==> src/rtl/hazard_scoreboard.sv <==
// Per-register countdown scoreboard producing stall/bubble/flush beside decode.
// Optional HAZARD_PERF_EN adds saturating stall/flush event counters.
module hazard_scoreboard #(
  parameter int NUM_REGS = 32,
  parameter int REG_AW   = 5,
  parameter int LD_LAT   = 1,
  parameter int CW       = 3
) (
  input  logic                clk,
  input  logic                rst_n,
  input  logic                id_valid,
  input  logic [REG_AW-1:0]   id_rs1,
  input  logic [REG_AW-1:0]   id_rs2,
  input  logic                id_use_rs1,
  input  logic                id_use_rs2,
  input  logic                id_early,
  input  logic [REG_AW-1:0]   id_rd,
  input  logic                id_wr,
  input  logic                id_is_load,
  input  logic                redirect,
  input  logic                mem_stall,
  output logic                stall,
  output logic                bubble,
  output logic                flush,
  output logic [NUM_REGS-1:0] busy_vec
`ifdef HAZARD_PERF_EN
  ,
  output logic [31:0]         perf_lu_stall,
  output logic [31:0]         perf_br_stall,
  output logic [31:0]         perf_flush
`endif
);

  localparam logic [CW-1:0] LD_CNT  = CW'(LD_LAT + 1);
  localparam logic [CW-1:0] ALU_CNT = CW'(1);

  logic [CW-1:0] r_cnt [NUM_REGS];

  logic [CW-1:0] w_cnt_rs1;
  logic [CW-1:0] w_cnt_rs2;
  logic          w_busy_n1;
  logic          w_busy_n2;
  logic          w_busy_e1;
  logic          w_busy_e2;
  logic          w_hz;
  logic          w_issue;
  logic          w_record;

  assign w_cnt_rs1 = r_cnt[id_rs1];
  assign w_cnt_rs2 = r_cnt[id_rs2];

  // A count of 1 means the producer is in EX: forwardable to EX, not to ID.
  assign w_busy_n1 = id_use_rs1 & (id_rs1 != '0) & (w_cnt_rs1 > ALU_CNT);
  assign w_busy_n2 = id_use_rs2 & (id_rs2 != '0) & (w_cnt_rs2 > ALU_CNT);
  assign w_busy_e1 = id_use_rs1 & (id_rs1 != '0) & (w_cnt_rs1 != '0);
  assign w_busy_e2 = id_use_rs2 & (id_rs2 != '0) & (w_cnt_rs2 != '0);

  assign w_hz     = id_valid & (id_early ? (w_busy_e1 | w_busy_e2)
                                         : (w_busy_n1 | w_busy_n2));
  assign w_issue  = id_valid & ~mem_stall & ~redirect & ~w_hz;
  assign w_record = w_issue & id_wr & (id_rd != '0);

  // Issue write overrides the decrement so the youngest producer wins (WAW).
  always_ff @(posedge clk or negedge rst_n) begin
    if (!rst_n) begin
      for (int i = 0; i < NUM_REGS; i++) r_cnt[i] <= '0;
    end else if (!mem_stall) begin
      r_cnt[0] <= '0;
      for (int i = 1; i < NUM_REGS; i++) begin
        if (w_record && (id_rd == REG_AW'(i)))
          r_cnt[i] <= id_is_load ? LD_CNT : ALU_CNT;
        else if (r_cnt[i] != '0)
          r_cnt[i] <= r_cnt[i] - ALU_CNT;
      end
    end
  end

  always_comb begin
    busy_vec = '0;
    for (int i = 0; i < NUM_REGS; i++) busy_vec[i] = (r_cnt[i] != '0);
  end

  // Priority: frozen pipeline, then redirect kill, then data hazard.
  always_comb begin
    stall  = 1'b0;
    bubble = 1'b0;
    flush  = 1'b0;
    if (mem_stall) begin
      stall = 1'b1;
    end else if (redirect) begin
      flush  = 1'b1;
      bubble = 1'b1;
    end else if (w_hz) begin
      stall  = 1'b1;
      bubble = 1'b1;
    end
  end

`ifdef HAZARD_PERF_EN
  logic [31:0] r_perf_lu;
  logic [31:0] r_perf_br;
  logic [31:0] r_perf_fl;

  always_ff @(posedge clk or negedge rst_n) begin
    if (!rst_n) begin
      r_perf_lu <= '0;
      r_perf_br <= '0;
      r_perf_fl <= '0;
    end else if (!mem_stall) begin
      if (w_hz && !id_early && !redirect && (r_perf_lu != '1))
        r_perf_lu <= r_perf_lu + 32'd1;
      if (w_hz && id_early && !redirect && (r_perf_br != '1))
        r_perf_br <= r_perf_br + 32'd1;
      if (redirect && (r_perf_fl != '1))
        r_perf_fl <= r_perf_fl + 32'd1;
    end
  end

  assign perf_lu_stall = r_perf_lu;
  assign perf_br_stall = r_perf_br;
  assign perf_flush    = r_perf_fl;
`endif

endmodule

==> config.mk <==
export PLATFORM = sky130hd
export DESIGN_NAME = hazard_scoreboard
export DESIGN_NICKNAME = d
export VERILOG_FILES = /design/src/rtl/hazard_scoreboard.sv
export SDC_FILE = /design/constraint.sdc
export NUM_CORES = 1
export LEC_CHECK = 0
export ABC_AREA = 1
export BUFFER_PORTS_ARGS = -buffer_cell sky130_fd_sc_hd__buf_2
export CORE_ASPECT_RATIO = 0.5
export CORE_MARGIN = 8
export CORE_UTILIZATION = 36
export CTS_CLUSTER_DIAMETER = 60
export DETAILED_ROUTE_END_ITERATION = 16
export GPL_TIMING_DRIVEN = 0
export PLACE_DENSITY = 0.53
export SLEW_MARGIN = 20
export SYNTH_ARGS = -nofsm -noshare
export SYNTH_HDL_FRONTEND = slang
export SYNTH_SLANG_ARGS = --single-unit
==> constraint.sdc <==
create_clock -name clk -period 1.9 [get_ports clk]
set_input_delay 0 -clock clk [delete_from_list [all_inputs] [get_ports clk]]
set_output_delay 0 -clock clk [all_outputs]
set_load 0.02 [all_outputs]
=== Word level (Yosys, flattened, before mapping) ===
Index checks and enable logic that the tools add are counted.

* Input bits: 25
* Register bits after elaboration: 93
* Logic and storage cells: 322
* Output and inout port bits: 35

* Mux-type cells: 77
* Equal/unequal tests: 31
* Reductions and logical operators: 129
* Add/sub/neg operators: 31
* Bitwise gates (word level): 19
* $lt $le $gt $ge: 4

{| class="wikitable"
|+ Operators with widths
! kind !! count
|-
| 2-to-1 mux 3 bit || 66
|-
| nonzero test 3 bit || 33
|-
| subtractor 3 x 1 -> 3 bit (second input constant) || 31
|-
| == test 5 bit (second input constant) || 16
|-
| AND reduction 2 bit || 31
|-
| nonzero test 2 bit || 31
|-
| == test 5 x 4 -> 1 bit (second input constant) || 8
|-
| logical AND 1 bit || 31
|-
| binary-select mux 3 bit (select 5 bit) || 2
|-
| == test 5 x 3 -> 1 bit (second input constant) || 4
|-
| nonzero test 5 bit || 3
|-
| AND 1 bit || 12
|-
| greater-or-equal comparator 6 bit (second input constant) || 2
|-
| inverter 5 -> 6 bit || 2
|-
| == test 5 x 2 -> 1 bit (second input constant) || 2
|-
| 2-to-1 mux 1 bit || 8
|-
| > comparator 3 x 1 -> 1 bit (second input constant) || 2
|-
| == test 5 x 1 -> 1 bit (second input constant) || 1
|-
| inverter 1 bit || 3
|-
| 2-to-1 mux 2 bit || 1
|-
| bitwise OR 1 bit || 2
|}

=== Longest topological paths before layout ===
* Depth in word-level cells: 16
* Mapped depth: 21

=== Least setup slack after synthesis ===
Ideal clock, no wire load.

* Path kind: register to register
* Start point: register r_cnt[82] (netlist bit)
* End point: register r_cnt[48] (netlist bit)
* Slack: 29 ps
* Stages on the path, launching flop included: 20
* Arrival time: 1755 ps
* Required time: 1784 ps
* Clock period less this slack: 1871 ps
* Cell sequence: dfrtp_1 > nor2_1 > nand2_1 > nand2_1 > inv_1 > o21ai_1 > nand2_1 > nand2_1 > nand2_1 > nand2_1 > nand2_1 > nand3_1 > nand2_2 > nand2_4 > buf_12 > nand4_2 > nand2_1 > nand2_1 > nand2_1 > nand2_1

* Cells in the longest elaborated chain, start to end: 15
* Elaborated cells between the ends (all ways): 26
* Classes of those cells: 2 x order compare; 8 x mux; 11 x bitwise; 5 x reduce/logical

{| class="wikitable"
|+ Ends and longest elaborated chain
! element !! line !! source
|-
| start: declaration || 37 || <nowiki>logic [CW-1:0] r_cnt [NUM_REGS];</nowiki>
|-
| start signal: indexed assignment || 71 || <nowiki>r_cnt[i] <= id_is_load ? LD_CNT : ALU_CNT;</nowiki>
|-
| start signal: indexed assignment || 73 || <nowiki>r_cnt[i] <= r_cnt[i] - ALU_CNT;</nowiki>
|-
| binary-select mux 3 bit (select 5 bit), on equally long branches || 49, 50 ||
|-
| 2-to-1 mux 3 bit, on equally long branches (2 in series) || 49, 50 ||
|-
| > comparator 3 x 1 -> 1 bit, or another cell as far along || 53 || <nowiki>assign w_busy_n1 = id_use_rs1 & (id_rs1 != '0) & (w_cnt_rs1 > ALU_CNT);</nowiki>
|-
| AND 1 bit, on equally long branches || -- ||
|-
| bitwise OR 1 bit, on equally long branches || 59, 58 ||
|-
| 2-to-1 mux 1 bit * || 58 || <nowiki>assign w_hz = id_valid & (id_early ? (w_busy_e1 | w_busy_e2)</nowiki>
|-
| AND 1 bit * || 58 ||
|-
| inverter 1 bit * || 60 || <nowiki>assign w_issue = id_valid & ~mem_stall & ~redirect & ~w_hz;</nowiki>
|-
| AND 1 bit * || 60 ||
|-
| AND 1 bit * (2 in series) || 61 || <nowiki>assign w_record = w_issue & id_wr & (id_rd != '0);</nowiki>
|-
| logical AND 1 bit * || 70 || <nowiki>if (w_record && (id_rd == REG_AW'(i)))</nowiki>
|-
| nonzero test 2 bit (no source line) || -- ||
|-
| AND reduction 2 bit (no source line) || -- ||
|}

Every way passes the cells marked *; elsewhere a longest branch is shown, timed or not. The select of a mux whose other input is x is not followed.
A chain may end at the register's enable or synchronous reset.

=== Final worst setup path ===
* Start point: register r_cnt[19] (netlist bit)
* End point: output bubble

* Cells in the longest elaborated chain, start to end: 11
* Elaborated cells between the ends (all ways): 21
* Classes of those cells: 2 x order compare; 10 x mux; 7 x bitwise; 2 x reduce/logical

{| class="wikitable"
|+ Ends and longest elaborated chain
! element !! line !! source
|-
| binary-select mux 3 bit (select 5 bit), on equally long branches || 49, 50 ||
|-
| 2-to-1 mux 3 bit, on equally long branches (2 in series) || 49, 50 ||
|-
| > comparator 3 x 1 -> 1 bit, or another cell as far along || 53 ||
|-
| AND 1 bit, on equally long branches || -- ||
|-
| bitwise OR 1 bit, on equally long branches || 59, 58 ||
|-
| 2-to-1 mux 1 bit * || 58 ||
|-
| AND 1 bit * || 58 ||
|-
| 2-to-1 mux 1 bit * || 93 || <nowiki>end else if (w_hz) begin</nowiki>
|-
| 2-to-1 mux 1 bit * || 90 || <nowiki>end else if (redirect) begin</nowiki>
|-
| 2-to-1 mux 1 bit * || 88 || <nowiki>if (mem_stall) begin</nowiki>
|-
| end: declaration || 23 || <nowiki>output logic bubble,</nowiki>
|}

Marked as above.

==> results.sh <==
export IMPL_die_area_um2=29600
export IMPL_grt_overflow=0
export IMPL_syn_avg_cell_area_um2=6.45
export IMPL_slowest_stage="dfrtp_1"
export IMPL_holdWs_ns=0.0450
export IMPL_firstDrtPassIters=5
export IMPL_clk_path_buf_depth=2
export IMPL_fin_crit_sh=1.24
export IMPL_worstSkewPairLatency_ns=0.38
export IMPL_path_common_cell="nand2_1"
export IMPL_grt_pass1_wl_mm=51.8
export IMPL_max_slew_worst_pin_slew_ns=0.993
export IMPL_final_cell_mix="489 x nand2_1, 191 x inv_1, 96 x nand4_1"
export IMPL_drive_gt1_frac=0.196
export IMPL_setup_ws_ns=-0.460
export IMPL_die_h_um=126
export IMPL_synth_simple_gate_area_share=0.464
export IMPL_synth_compound_area_frac=0.0443
export IMPL_final_nets=1525
export IMPL_synthTopCellsByArea="dfrtp_1 27%, nand2_1 24%, ha_1 8.9%"
export IMPL_clock_sinks=93
export IMPL_fin_setup_tns_ns=-33.96
export IMPL_outcome="complete, but fails checks"
export IMPL_vias=9314
export IMPL_postSynthCellCount=1345
export IMPL_synth_edf_count=0
export IMPL_cts_clk_slew_worst_paths_ns=0.06
export IMPL_core_area_um2=23800
export IMPL_avgViaCountPerCell=5.30
export IMPL_pwr_density_cell_nw_per_um2=1420
export IMPL_rsz0062_at_grt="yes"
export IMPL_top_register="r_cnt"
export IMPL_synth_main_ff_cell="dfrtp_1"
export IMPL_path_class="reg2out"
export IMPL_drv_slew=0
export IMPL_synthMuxAreaShare=0
export IMPL_max_stage_delay_ns=0.41
export IMPL_synth_top_area_share=0.268
export IMPL_hold_viol=0
export IMPL_required_ns=1.90
export IMPL_antenna_found_initial=0
export IMPL_syn_to_final_growth_pct=19.9
export IMPL_fin_crit_ns=2.36
export IMPL_largest_reg_flops=93
export IMPL_cts_buffers_inserted=9
export IMPL_drtIter0Drc=884
export IMPL_cp_start_kind="flop"
export IMPL_endpoint_kind="output port"
export IMPL_initial_core_util=0.364
export IMPL_top_regs="r_cnt x93"
export IMPL_detail_route_antenna_nets=0
export IMPL_synth_async_reset_ratio=1.00
export IMPL_clock_root_buffer="clkbuf_16"
export IMPL_finalPower_uw=14800
export IMPL_synth_cell_types=36
export IMPL_synth_top_family_by_area="simple AND/OR/NAND/NOR gates"
export IMPL_fin_skew_ns=0.0132
export IMPL_wl_per_cell_um=19.1
export IMPL_drc=0
export IMPL_setup_violations=95
export IMPL_fp_dieW_um=235
export IMPL_io_buffers=52
export IMPL_r2r_setup_slack_ns=-0.44
export IMPL_io_pins=60
export IMPL_p_leak_uw=0.00556
export IMPL_grt_pass1_vias=8877
export IMPL_hold_path_class="in2async"
export IMPL_finalWeightedCongestion=0.969
export IMPL_h_tree_depth=3
export IMPL_maxCapViolCount=0
export IMPL_synthAdderAreaFrac=0.0895
export IMPL_cts_tree="built"
export IMPL_rows=40
export IMPL_grt_max_degree=71
export IMPL_yosysWarnings=0
export IMPL_drt_wl_total_mm=33.6
export IMPL_final_cells=1757
export IMPL_critPathMaxFanout=3
export IMPL_max_slew_margin=0.333
export IMPL_max_freq_mhz=424
export IMPL_synthXorXnorAreaFrac=0
export IMPL_irDropWorstVdd_mv=0.491
export IMPL_cp_arrival_ns=2.36
export IMPL_synth_top_cell_by_area="dfrtp_1"
export IMPL_grtUsageTotal=0.224
export IMPL_dp_hpwl_mm=24.9
export IMPL_n_antenna_cell=0
export IMPL_synth_seq_cells=93
export IMPL_final_common_cell="nand2_1"
export IMPL_synthesis_nets=1432
export IMPL_fillers=2523
export IMPL_violations="setup timing"
export IMPL_yosysSeqAreaShare=0.268
export IMPL_crit_path_cell_trace="nor2_2, nand2_1, nand2_1, nor2_1, nand2_1, nand3_1, nand2_1, nand3_1, nand3_2, nand2_4, a21oi_4, buf_6, nor2_2, buf_6"
export IMPL_syn_area_um2=8670
export IMPL_placedCellCount=1713
==> per-stage QoR <==
| step | utilization | cell area [um^2] | setup WS [ns] |
|---|---|---|---|
| floorplan | - | 8670 | 0.0290 |
| global placement | 0.391 | 9320 | -0.994 |
| detailed placement | 0.393 | 9360 | -0.959 |
| CTS | 0.429 | 10200 | -0.433 |
| global route | 0.437 | 10400 | -0.548 |
| finish | 0.437 | 10400 | -0.460 |
==> metal layers <==
metal,track usage,wire length (um),share of wire
met5,0,0,0
met4,0.0600,724,0.022
met3,0.0588,2930,0.087
met2,0.339,14200,0.42
met1,0.311,15700,0.47
==> cells by family (layout without fill, tap and decap cells) <==
group	Yosys count	after routing
AOI/OAI and AO/OA	68	68
adders and majority gates	62	62
buffers and inverters	266	363
DFF	93	93
other	1	1
and+or+nand+nor	855	855
==> synthesized netlist by cell type, types with 4 or more instances <==
cell type	number
a21oi_1	38
a21oi_2	4
a31oi_1	4
buf_2	12
buf_4	10
buf_6	8
clkbuf_1	20
dfrtp_1	93
ha_1	62
inv_1	204
inv_2	5
nand2_1	562
nand3_1	85
nand4_1	96
nand4_2	12
nand4_4	17
nor2_1	61
nor2_2	4
nor3_1	12
o21ai_0	15
==> worst max-delay path, delay by kind of cell, from the launching register on <==
family          cells  cell delay (ns)
compound gates      1             0.25
simple gates       11             1.00
buf+inv             2             0.32
flops               1             0.41
==> report_power, final <==
group	leakage [uW]	switching, uW	internal (uW)
clock network	0.000134	840	1010
registers	0.00114	772	2990
logic	0.00429	5670	3500
==> final cells by class <==
| class | count | area, um^2 | area share |
|---|---|---|---|
| Clock inverter | 2 | 35.0 | 0.00337 |
| Tap cell | 315 | 394 | 0.0379 |
| Inverter | 210 | 791 | 0.0760 |
| Clock buffer | 13 | 240 | 0.0231 |
| Buffer | 55 | 370 | 0.0356 |
| Multi-Input combinational cell | 986 | 5590 | 0.538 |
| Timing Repair Buffer | 83 | 648 | 0.0623 |
| Sequential cell | 93 | 2330 | 0.224 |
==> path summary, 6_finish.rpt <==
| path | cells after the start | startpoint | endpoint |
|---|---|---|---|
| max in group asynchronous | 3 | rst_n | r_cnt[57] |
| worst max-delay path | 14 | r_cnt[19] | bubble |
| worst min-delay path | 2 | rst_n | r_cnt[64] |
| worst min register to register | 2 | r_cnt[41] | r_cnt[41] |
| min in group clk | 5 | id_is_load | r_cnt[88] |
| worst max register to register | 17 | r_cnt[19] | r_cnt[25] |
==> repair_timing <==
action / in CTS / in global routing
gates resized for setup: 91 / 64
pin swaps: 26 / 57
cloned: 4 / 1
hold buffers: 1 / 0
endpoints found under the hold margin: 93 / 0
setup endpoints to repair: 95 / 95
buffers inserted: 17 / 10
Note: power is estimated with default switching activity, not from simulation.
